--- src/rtl/ex_muldiv_pkg.sv ---
// Shared encodings for the multi-cycle multiply/divide execute unit.
package ex_muldiv_pkg;

    // Reset level used by every sequential block in this slice.
    localparam logic RstEnable = 1'b1;

    // Operation select carried on the op port.
    localparam logic [1:0] MD_OP_MULT  = 2'b00;
    localparam logic [1:0] MD_OP_MULTU = 2'b01;
    localparam logic [1:0] MD_OP_DIV   = 2'b10;
    localparam logic [1:0] MD_OP_DIVU  = 2'b11;

    // Controller state encodings.
    localparam logic [1:0] MD_ST_IDLE = 2'b00;
    localparam logic [1:0] MD_ST_MUL  = 2'b01;
    localparam logic [1:0] MD_ST_DIV  = 2'b10;
    localparam logic [1:0] MD_ST_DONE = 2'b11;

    // Signed variants have op[0] clear.
    function automatic logic md_op_is_signed(input logic [1:0] op);
        return ~op[0];
    endfunction

    // Divide variants have op[1] set.
    function automatic logic md_op_is_div(input logic [1:0] op);
        return op[1];
    endfunction

endpackage

--- src/rtl/ex_div_step.sv ---
// One restoring-divide iteration: shift in the next dividend bit, trial
// subtract the divisor, keep the difference when it does not borrow.
module ex_div_step #(
    parameter int XLEN = 32
) (
    input  logic [XLEN-1:0] rem_i,
    input  logic            dividend_bit_i,
    input  logic [XLEN-1:0] divisor_i,
    output logic [XLEN-1:0] rem_o,
    output logic            q_bit_o
);

    logic [XLEN:0] shifted;
    logic [XLEN:0] diff;

    assign shifted = {rem_i, dividend_bit_i};
    assign diff    = shifted - {1'b0, divisor_i};

    // rem_i < divisor_i always holds, so shifted < 2*divisor and the top
    // bit of the difference is a reliable borrow flag.
    assign q_bit_o = ~diff[XLEN];
    assign rem_o   = q_bit_o ? diff[XLEN-1:0] : shifted[XLEN-1:0];

endmodule

--- src/rtl/ex_muldiv.sv ---
// Iterative multiply/divide unit next to the EX ALU. Produces HI/LO after
// XLEN iterations, stalls the front of the pipeline while working and
// accepts a flush through annul.
module ex_muldiv
    import ex_muldiv_pkg::*;
#(
    parameter int              XLEN    = 32,
    parameter logic [XLEN-1:0] DIV0_LO = '1
) (
    input  logic            clk,
    input  logic            rst,
    input  logic            start,
    input  logic [1:0]      op,
    input  logic [XLEN-1:0] operand_1,
    input  logic [XLEN-1:0] operand_2,
    input  logic            annul,
    output logic            stall_req,
    output logic            busy,
    output logic            result_valid,
    output logic            div_zero,
    output logic [XLEN-1:0] hi_o,
    output logic [XLEN-1:0] lo_o
);

    localparam int CW = $clog2(XLEN) + 1;

    logic [1:0]        state_q, state_d;
    logic [CW-1:0]     cnt_q, cnt_d;
    logic [XLEN-1:0]   a_q, a_d;      // multiplicand / dividend magnitude
    logic [XLEN-1:0]   b_q, b_d;      // multiplier / divisor magnitude
    logic [2*XLEN-1:0] acc_q, acc_d;  // product, or {remainder, quotient}
    logic              neg_q, neg_d;  // product / quotient sign
    logic              rneg_q, rneg_d; // remainder sign
    logic [XLEN-1:0]   hi_q, hi_d;
    logic [XLEN-1:0]   lo_q, lo_d;
    logic              dz_q, dz_d;

    logic              sign1, sign2;
    logic [XLEN-1:0]   mag1, mag2;
    logic              go;

    logic [XLEN:0]     mul_sum;
    logic [2*XLEN-1:0] mul_next;
    logic [2*XLEN-1:0] prod_fix;

    logic [XLEN-1:0]   rem_next;
    logic              q_bit;
    logic [2*XLEN-1:0] div_next;
    logic [XLEN-1:0]   quo_fix;
    logic [XLEN-1:0]   rem_fix;

    assign sign1 = md_op_is_signed(op) & operand_1[XLEN-1];
    assign sign2 = md_op_is_signed(op) & operand_2[XLEN-1];
    assign mag1  = sign1 ? -operand_1 : operand_1;
    assign mag2  = sign2 ? -operand_2 : operand_2;
    assign go    = start & ~annul;

    // Right-shifting shift-add: the upper half accumulates, the low half
    // collects finished product bits as they shift out.
    assign mul_sum  = {1'b0, acc_q[2*XLEN-1:XLEN]} + {1'b0, (b_q[0] ? a_q : '0)};
    assign mul_next = {mul_sum, acc_q[XLEN-1:1]};
    assign prod_fix = neg_q ? -mul_next : mul_next;

    ex_div_step #(
        .XLEN (XLEN)
    ) u_div_step (
        .rem_i          (acc_q[2*XLEN-1:XLEN]),
        .dividend_bit_i (a_q[XLEN-1]),
        .divisor_i      (b_q),
        .rem_o          (rem_next),
        .q_bit_o        (q_bit)
    );

    // Dividend bits are fed from a_q; quotient bits enter at the bottom of acc.
    assign div_next = {rem_next, acc_q[XLEN-2:0], q_bit};
    assign quo_fix  = neg_q  ? -div_next[XLEN-1:0]      : div_next[XLEN-1:0];
    assign rem_fix  = rneg_q ? -div_next[2*XLEN-1:XLEN] : div_next[2*XLEN-1:XLEN];

    assign busy         = (state_q == MD_ST_MUL) || (state_q == MD_ST_DIV);
    assign result_valid = (state_q == MD_ST_DONE);
    assign stall_req    = ((state_q == MD_ST_IDLE) && go) || busy;
    assign div_zero     = dz_q;
    assign hi_o         = hi_q;
    assign lo_o         = lo_q;

    // Next-state and datapath control for one iteration per cycle.
    always_comb begin
        state_d = state_q;
        cnt_d   = cnt_q;
        a_d     = a_q;
        b_d     = b_q;
        acc_d   = acc_q;
        neg_d   = neg_q;
        rneg_d  = rneg_q;
        hi_d    = hi_q;
        lo_d    = lo_q;
        dz_d    = dz_q;

        case (state_q)
            MD_ST_IDLE: begin
                if (go) begin
                    a_d    = mag1;
                    b_d    = mag2;
                    neg_d  = sign1 ^ sign2;
                    rneg_d = sign1;
                    acc_d  = '0;
                    cnt_d  = CW'(XLEN);
                    if (md_op_is_div(op)) begin
                        if (operand_2 == '0) begin
                            state_d = MD_ST_DONE;
                            cnt_d   = '0;
                            hi_d    = operand_1;
                            lo_d    = DIV0_LO;
                            dz_d    = 1'b1;
                        end else begin
                            state_d = MD_ST_DIV;
                        end
                    end else begin
                        state_d = MD_ST_MUL;
                    end
                end
            end

            MD_ST_MUL: begin
                if (annul) begin
                    state_d = MD_ST_IDLE;
                    cnt_d   = '0;
                end else begin
                    acc_d = mul_next;
                    b_d   = b_q >> 1;
                    cnt_d = cnt_q - CW'(1);
                    if (cnt_q == CW'(1)) begin
                        state_d = MD_ST_DONE;
                        hi_d    = prod_fix[2*XLEN-1:XLEN];
                        lo_d    = prod_fix[XLEN-1:0];
                        dz_d    = 1'b0;
                    end
                end
            end

            MD_ST_DIV: begin
                if (annul) begin
                    state_d = MD_ST_IDLE;
                    cnt_d   = '0;
                end else begin
                    acc_d = div_next;
                    a_d   = a_q << 1;
                    cnt_d = cnt_q - CW'(1);
                    if (cnt_q == CW'(1)) begin
                        state_d = MD_ST_DONE;
                        hi_d    = rem_fix;
                        lo_d    = quo_fix;
                        dz_d    = 1'b0;
                    end
                end
            end

            MD_ST_DONE: begin
                state_d = MD_ST_IDLE;
            end

            default: begin
                state_d = MD_ST_IDLE;
            end
        endcase
    end

    // State and result registers with synchronous reset.
    always_ff @(posedge clk) begin
        if (rst == RstEnable) begin
            state_q <= MD_ST_IDLE;
            cnt_q   <= '0;
            a_q     <= '0;
            b_q     <= '0;
            acc_q   <= '0;
            neg_q   <= 1'b0;
            rneg_q  <= 1'b0;
            hi_q    <= '0;
            lo_q    <= '0;
            dz_q    <= 1'b0;
        end else begin
            state_q <= state_d;
            cnt_q   <= cnt_d;
            a_q     <= a_d;
            b_q     <= b_d;
            acc_q   <= acc_d;
            neg_q   <= neg_d;
            rneg_q  <= rneg_d;
            hi_q    <= hi_d;
            lo_q    <= lo_d;
            dz_q    <= dz_d;
        end
    end

endmodule

--- config.mk ---
export PLATFORM = sky130hd
export DESIGN_NAME = ex_muldiv
export DESIGN_NICKNAME = d
export VERILOG_FILES = /design/src/rtl/ex_muldiv_pkg.sv /design/src/rtl/ex_div_step.sv /design/src/rtl/ex_muldiv.sv
export SDC_FILE = /design/constraint.sdc
export NUM_CORES = 1
export LEC_CHECK = 0
export BUFFER_PORTS_ARGS = -buffer_cell sky130_fd_sc_hd__buf_4
export CAP_MARGIN = 0
export CORE_MARGIN = 2
export CORE_UTILIZATION = 35
export DETAILED_ROUTE_END_ITERATION = 8
export GPL_TIMING_DRIVEN = 0
export PLACE_DENSITY_LB_ADDON = 0.05
export SLEW_MARGIN = 20
export SYNTH_ARGS = -nofsm -noshare
export SYNTH_HDL_FRONTEND = slang
export SYNTH_SLANG_ARGS = --single-unit
--- constraint.sdc ---
create_clock -name clk -period 5.1 [get_ports clk]
set_clock_uncertainty 0.2 [all_clocks]
set_input_delay 0.51 -clock clk [delete_from_list [all_inputs] [get_ports clk]]
set_output_delay 0.51 -clock clk [all_outputs]
set_load 0.02 [all_outputs]
Word-level counts from Yosys, hierarchy flattened:

Cells that the tools add are included.

* word-level logic and storage cells: 107
* memories: 0
* latch bits: 0
* bits in read-only memories: 0
* flip-flop bits (word level): 203
* bits in writable memories: 0

* divide/modulo/power cells: 0
* shift operators: 0
* order comparisons: 0
* multiplexer cells: 50
* equal/unequal tests: 14
* bitwise operators: 7
* add/sub/neg operators: 8
* $mul: 0
* reductions and logical operators: 18

Operators by type and width (number)
* $mux W32: 24
* $mux W64: 4
* $pmux W32 S3: 2
* $pmux W64 S3: 1
* $neg A32 Y32: 4
* $pmux W32 S2: 2
* $neg A64 Y64: 1
* $add A32 B32 Y33: 1
* $sub A33 B32 Y33: 1
* $logic_not A32 Y1: 1
* $mux W6: 4
* $pmux W6 S2: 1
* $ne A2 B2 Y1 const B: 5
* $mux W2: 4
* $ne A2 B1 Y1 const B: 4
* $reduce_and A8 Y1: 1
* $eq A6 B1 Y1 const B: 1
* $mux W1: 6
* $pmux W2 S3: 1
* $reduce_and A2 Y1: 3
* $reduce_and A3 Y1: 2
* $reduce_and A6 Y1: 1
* $reduce_bool A2 Y1: 3
* $sub A6 B1 Y6 const B: 1
* other kinds (13): 19

Longest topological paths before layout:

Gate-level depths: netlist of run 1.

* depth after elaboration: 7
* depth in mapped cells: 19
* gate-level depth less buffers: 17

Modules after synthesis:

A second synthesis of run 1 with hierarchy kept.

* cells, all modules: 2475
* area total of the unflattened synthesis: 18052.3 um^2

By module, submodules not included
* ex_muldiv: area each 15693.8 um^2, times used 1, cells an instance 2170
* ex_div_step: area each 2358.5 um^2, times used 1, cells an instance 305

Least setup slack after synthesis of run 1:

OpenSTA, ideal clock, no wires.

* path type: register to register
* start point: reg b_q[0]
* end point: reg hi_q[31] (netlist: hi_o[31])
* data required time: 4.778 ns
* cell stages (with the launch flop): 17
* arrival time: 4.175 ns
* period minus slack after synthesis: 4.497 ns
* path slack: 0.603 ns
* setup time: 0.122 ns
* cell sequence: dfxtp_1 -> clkbuf_1 -> and2_1 -> ha_1 -> fa_1 -> a21o_1 -> a221oi_4 -> o21bai_2 -> xor2_1 -> or4b_1 -> buf_2 -> nor4b_4 -> nand4_2 -> or3b_1 -> o21ai_2 -> xor2_1 -> a221o_1

* word-level cells in the longest chain between the ends: 7

RTL lines
* start: declaration: line ex_muldiv.sv:30 `logic [XLEN-1:0] b_q, b_d;`
* start signal: assignment: line ex_muldiv.sv:174 `b_q <= '0;`
* start signal: assignment: line ex_muldiv.sv:185 `b_q <= b_d;`
* $mux W32 / $sub A33 B32 Y33 (equally long branches): line ex_muldiv.sv:60, ex_div_step.sv:17
* $add A32 B32 Y33 / $mux W32 (equally long branches): line ex_muldiv.sv:60, ex_div_step.sv:22
* $neg A64 Y64 / $neg A32 Y32 (equally long branches): line ex_muldiv.sv:62, ex_muldiv.sv:77
* $mux W64 / $mux W32 (equally long branches): line ex_muldiv.sv:62, ex_muldiv.sv:77
* $mux W32 (on tied branches): line ex_muldiv.sv:132, ex_muldiv.sv:149
* $mux W32 (on tied branches): line ex_muldiv.sv:125, ex_muldiv.sv:142
* $pmux W32 S3 *: line ex_muldiv.sv:99 `case (state_q)`
* end signal: assignment: line ex_muldiv.sv:189 `hi_q <= hi_d;`
* end: declaration: line ex_muldiv.sv:34 `logic [XLEN-1:0] hi_q, hi_d;`

Mark *: on every way between the ends. The rest lies on a longest branch, timed or not. The select of a mux whose other input is x is not followed.
A chain may end at the register's enable or synchronous reset.

Final worst setup path of run 1:

Ends and elaborated chain as after synthesis.

==> impl_metrics.yaml, run 1 <==
status:
  run_status: "completed"
clocking:
  cts_root_buf: "clkbuf_16"
  cts_sinks: 203
  cts.clk_slew.worst_paths_ps: 60
  h-tree-depth: 1
  cts_tree: "built"
  cts_buffers: 27
  clk_latency_ps: 580
  clock_path_buffers: 3
floorplanning:
  die_area_um2: 55400
  start_util_pct: 35.5
  die_w_um: 235
  std_cell_rows: 84
  core-area_um2: 52800
  io_pins: 138
  die_h_um: 235
timing:
  final.setup.tns_ps: 0
  setup_viol: 0
  finalCritPeriodShare_pct: 98.1
  fin_ws_ps: 98.1
  fin_crit_ps: 5000
  worstMarginPinSlew_ps: 1070
  fmax_mhz: 200
  hold_viol_final: 0
  relSlewSlack_pct: 28.6
  rsz0062_at_grt: "no"
  maxSlewViolCount: 0
detailed_routing:
  num_vias: 21800
  ant_nets: 0
  wl_um: 93600
  wl_per_cell_um: 26.4
  drc: 0
  firstDrtPassIters: 8
  vias_per_cell: 6.13
  drtIter0Drc: 2192
critical_path:
  cp.required_ps: 5370
  slowest_stage: "or4b_1"
  cp-start-kind: "flop"
  critical_path.max_fanout: 10
  cp_cell_sequence: "buf_4 > and2_1 > ha_1 > fa_2 > a21o_1 > a221oi_4 > buf_12 > o21bai_2 > xor2_2 > or4b_1 > clkbuf_4 > nor4b_4 > nand4_2 > or3b_1 > o21ai_2 > xor2_1 > a221o_1"
  critPathTopFamily: "simple AND/OR/NAND/NOR gates"
  r2r_slack_ps: 100
  critPathBufInv: 3
  critPathKind: "reg -> reg"
  slowest_delay_ps: 530
  arrival_ps: 5280
  worst_setup_path_end_kind: "flop"
finish:
  stdcell_area_um2: 22000
  finalNonFillerCells: 3551
  syn2layout_area_growth_pct: 17.3
  diodes: 0
  register_area_um2: 4070
  final_common_cell: "nand2_1"
  mostFrequentLayoutCells: "nand2_1 (310), a21oi_1 (306), nor2_1 (259)"
  layout.nets: 2992
  drive_gt1_share_pct: 11.5
  n_fill_cell: 5690
  multi_input_area_um2: 13900
synth:
  syn_avg_cell_area_um2: 7.02
  syn_inst: 2669
  ys_async_sr_fraction_pct: 0
  ys_seq_area_share_pct: 21.7
  syn-num-nets: 2818
  yosys_warnings: 0
  synthFlopType: "dfxtp_1"
  synthesis.area_um2: 18700
  synth_cell_types: 98
  ys_seq_elements: 203
  synth_edf_count: 0
placement:
  placedInstanceArea_um2: 20600
  place_inst: 3492
  port_buffers: 135
  pre_cts_slack_ps: -1350
  place_hpwl_um: 74800
  gp_congestion: 1.03
power:
  p_leak_uw: 0.00834
  fin_total_pwr_uw: 12200
  power.density_nw_per_um2: 556
  ir_worst_vdd_uv: 292
global_route:
  antenna_found_initial: 0
  grt_pass1_vias: 20700
  globalRouteOverflowTotal: 0
  grt_usage_pct: 32.6
  grt_max_degree: 15
  grt_pass1_wl_um: 137000
hold_path:
  hp-class: "in -> reg"
job:
  drv_cap: 0
-- per-stage QoR --
stage | utilization (%) | hold slack [ps]
2_1_floorplan | - | 236
5_1_grt | 41.7 | 70.0
4_1_cts | 41.3 | 48.7
3_5_place_dp | 39.1 | 251
6_report | 41.7 | 53.2
3_3_place_gp | 39.1 | 247
-- layout make-up --
type                    count  area share, %
repair buffers            145           5.01
multi-input cells        2185           63.2
flip-flops and latches    203           18.5
well taps                 688           3.92
plain buffers             206           3.82
clock inverters            12          0.723
clock buffers              37           3.52
inverters                  75           1.28
-- state kept, by name (all words and copies together), names as in the netlist --
name,count
lo_o,32
neg_q,1
state_q,2
hi_o,32
acc_q,64
b_q,32
div_zero,1
a_q,32
rneg_q,1
cnt_q,6
-- worst reg2reg max path, cell delays in order (launching register included) --
cell      delay, ps
dfxtp_4         400
buf_4           190
and2_1          160
ha_1            230
fa_2            370
a21o_1          210
a221oi_4        290
buf_12          170
o21bai_2         90
xor2_2          220
or4b_1          530
clkbuf_4        200
nor4b_4         390
nand4_2         220
or3b_1          430
o21ai_2         140
xor2_1           90
a221o_1         360
-- logic make-up (layout without fill, tap and decap cells) --
group / after synthesis / in the layout / share of synthesized area (%)
simple gates: 984 / 984 / 25.0
compound gates: 894 / 894 / 31.2
buf+inv: 281 / 475 / 5.86
flops: 203 / 203 / 21.7
xor+xnor: 191 / 191 / 8.93
fa+ha+maj: 79 / 79 / 5.36
mux: 37 / 37 / 2.04
-- path summary, 6_finish.rpt --
path	start	to	depth (start not counted)
max reg2reg	b_q[0]$_SDFFE_PP0P_	hi_o[31]$_SDFFE_PP0P_	17
min	operand_1[22]	hi_o[22]$_SDFFE_PP0P_	3
min reg2reg	hi_o[12]$_SDFFE_PP0P_	hi_o[12]$_SDFFE_PP0P_	2
max	b_q[0]$_SDFFE_PP0P_	hi_o[31]$_SDFFE_PP0P_	17
-- synthesized netlist by cell type (12+ instances only) --
cell | instances | area (um2)
o21ai_0 | 190 | 951
nand4_1 | 19 | 119
a31oi_1 | 20 | 125
nand3_1 | 83 | 415
dfxtp_1 | 203 | 4060
nor4_1 | 24 | 150
buf_1 | 18 | 67.6
and2_1 | 56 | 350
nand2b_1 | 22 | 138
o41ai_1 | 13 | 114
ha_1 | 77 | 963
a21o_1 | 27 | 203
xor2_1 | 61 | 534
and3_1 | 21 | 131
xnor2_1 | 130 | 1140
o22ai_1 | 12 | 75.1
or3_1 | 45 | 282
o211ai_1 | 18 | 135
nor3_1 | 66 | 330
a221oi_1 | 33 | 289
nand2_1 | 310 | 1160
clkbuf_1 | 169 | 634
mux2i_1 | 27 | 270
or4_1 | 15 | 113
inv_1 | 71 | 267
a22oi_1 | 19 | 143
nor2_1 | 261 | 980
o21a_1 | 16 | 120
or2_2 | 13 | 81.3
buf_2 | 16 | 80.1
o31ai_1 | 32 | 240
a21oi_1 | 307 | 1540
a22o_1 | 31 | 272
a211oi_1 | 31 | 233
-- where the power goes --
part	total (uW)	switching [uW]	internal, uW	leakage [uW]
clock network	2020	809	1210	0.000457
registers	2210	280	1930	0.00165
logic	7990	5570	2420	0.00623
-- layer usage --
layer	vias up	routed length, um	global-route usage (%)
met3	201	6560	4.05
met4	0	4310	13.2
met1	10600	41100	44.3
li1	10000	-	-
met2	943	41600	52.3
met5	-	0	0
-- what timing repair did --
action,in CTS,in global routing
endpoints found under the setup margin,47,51
pin swaps,4,7
hold buffers,0,0
setup buffers,5,5
gates resized for setup,49,38
(Power assumes the default switching activity.)
==> run 2, diff against run 1 <==
--- a/config.mk
+++ b/config.mk
@@ -8,7 +8,7 @@
 export BUFFER_PORTS_ARGS = -buffer_cell sky130_fd_sc_hd__buf_4
 export CAP_MARGIN = 0
 export CORE_MARGIN = 2
-export CORE_UTILIZATION = 35
+export CORE_UTILIZATION = 25
 export DETAILED_ROUTE_END_ITERATION = 8
 export GPL_TIMING_DRIVEN = 0
 export PLACE_DENSITY_LB_ADDON = 0.05
==> impl_metrics.yaml, run 2 (synthesized netlist as in run 1, its figures left out) <==
global_route:
  grt_pass1_wl_um: 148000
  globalRouteOverflowTotal: 0
  grt_usage_pct: 26.0
  grt_max_degree: 16
  grt_pass1_vias: 20500
  antenna_found_initial: 1
critical_path:
  arrival_ps: 5320
  critical_path.max_fanout: 9
  slowest_delay_ps: 540
  critPathBufInv: 4
  cp.required_ps: 5380
  path_depth: 18
  worst_setup_path_end_kind: "flop"
  cp_cell_sequence: "buf_8 > and2_1 > ha_2 > fa_2 > a21o_1 > a221oi_4 > buf_12 > buf_4 > o21a_1 > a211oi_4 > or4b_1 > buf_6 > nor4b_4 > nand4_2 > or3b_1 > o21ai_2 > xor2_1 > a221o_1"
  critPathTopFamily: "simple AND/OR/NAND/NOR gates"
  cp-start-kind: "flop"
  r2r_cells: 18
  critPathKind: "reg -> reg"
  slowest_stage: "or4b_1"
timing:
  relSlewSlack_pct: 25.0
  hold_viol_final: 0
  maxSlewViolCount: 0
  hold_slack_ps: 72.3
  fin_ws_ps: 55.6
  worstMarginPinSlew_ps: 1130
  fin_crit_ps: 5040
  fmax_mhz: 198
  setup_viol: 0
  finalCritPeriodShare_pct: 98.9
floorplanning:
  std_cell_rows: 100
  io_pins: 138
  core-area_um2: 74300
  die_h_um: 278
  die_w_um: 278
  die_area_um2: 77100
  start_util_pct: 25.2
placement:
  gp_congestion: 0.939
  port_buffers: 135
  pre_cts_slack_ps: -1880
  place_hpwl_um: 84200
  place_inst: 3773
clocking:
  h-tree-depth: 1
  cts_buffers: 29
  clock_path_buffers: 3
  cts_tree: "built"
  cts.clk_slew.worst_paths_ps: 70
  clk_latency_ps: 610
  cts_sinks: 203
  cts_root_buf: "clkbuf_16"
finish:
  n_fill_cell: 8265
  layout.nets: 3007
  finalNonFillerCells: 3852
  drive_gt1_share_pct: 12.6
  mostFrequentLayoutCells: "nand2_1 (310), a21oi_1 (306), nor2_1 (260)"
  final_common_cell: "nand2_1"
  largest_reg_flops: 64
  largest-register: "acc_q"
  syn2layout_area_growth_pct: 20.6
job:
  drv_cap: 0
detailed_routing:
  num_vias: 21700
  wl_um: 105000
  drtIter0Drc: 1809
  ant_nets: 0
  wl_per_cell_um: 27.2
  drc: 0
  firstDrtPassIters: 6
  vias_per_cell: 5.62
power:
  p_leak_uw: 0.00844
  fin_total_pwr_uw: 12500
  power.density_nw_per_um2: 553
  ir_worst_vdd_uv: 282
status:
  run_status: "completed"
hold_path:
  hp-class: "in -> reg"
  hold-path-cell-count: 3
[run 2: worst register-to-register path: stages, from the launching register on]
cell and delay [ps]:
dfxtp_4 410, buf_8 170, and2_1 150, ha_2 200, fa_2 370, a21o_1 230
a221oi_4 280, buf_12 170, buf_4 130, o21a_1 150, a211oi_4 90, or4b_1 540
buf_6 160, nor4b_4 400, nand4_2 250, or3b_1 430, o21ai_2 140, xor2_1 100
a221o_1 330
[run 2: per-layer routing]
metal / share of wire (%) / global-route usage (%) / vias to the layer above
met5: 0 / 0 / -
met4: 3.6 / 8.07 / 0
met3: 4.9 / 2.20 / 150
met2: 46 / 43.0 / 716
met1: 46 / 35.8 / 10700
li1: - / - / 10100
[run 2: path summary, 6_finish.rpt]
kind              slack (ps)                    end                  start
hold reg to reg          260  hi_o[18]$_SDFFE_PP0P_  hi_o[18]$_SDFFE_PP0P_
setup reg to reg          60  hi_o[31]$_SDFFE_PP0P_    b_q[0]$_SDFFE_PP0P_
setup / recovery          60  hi_o[31]$_SDFFE_PP0P_    b_q[0]$_SDFFE_PP0P_
hold / removal            70  hi_o[22]$_SDFFE_PP0P_          operand_1[22]
[run 2: repair_timing]
item                                    in CTS  in global routing
setup buffers                                9                 15
endpoints found under the setup margin      59                 40
endpoints found under the hold margin        0                  0
hold buffers                                 0                  0
resized for setup                           63                 58
pin swaps                                    8                 21
[run 2: report_power, final]
part	switching (uW)	internal [uW]	total (uW)
clock network	873	1090	1970
registers	301	1930	2230
logic	5800	2490	8290
[run 2: layout make-up]
class	count	area, um2	share of cell area [%]
multi-input cells	2185	14100	62.2
well taps	969	1210	5.37
clock buffers	40	797	3.53
repair buffers	159	1220	5.38
diodes	3	7.51	0.0332
clock inverters	13	88.8	0.393
plain buffers	205	850	3.76
inverters	75	285	1.26
flip-flops and latches	203	4080	18.1
[run 2: through the flow]
step / utilization [%] / TNS, ps / instance area, um2
after floorplan: - / 0 / 18700
after global placement: 28.2 / -45840 / 21000
after detailed placement: 28.2 / -43850 / 21000
after CTS: 29.9 / 0 / 22200
after global routing: 30.4 / -22.6 / 22600
final: 30.4 / 0 / 22600
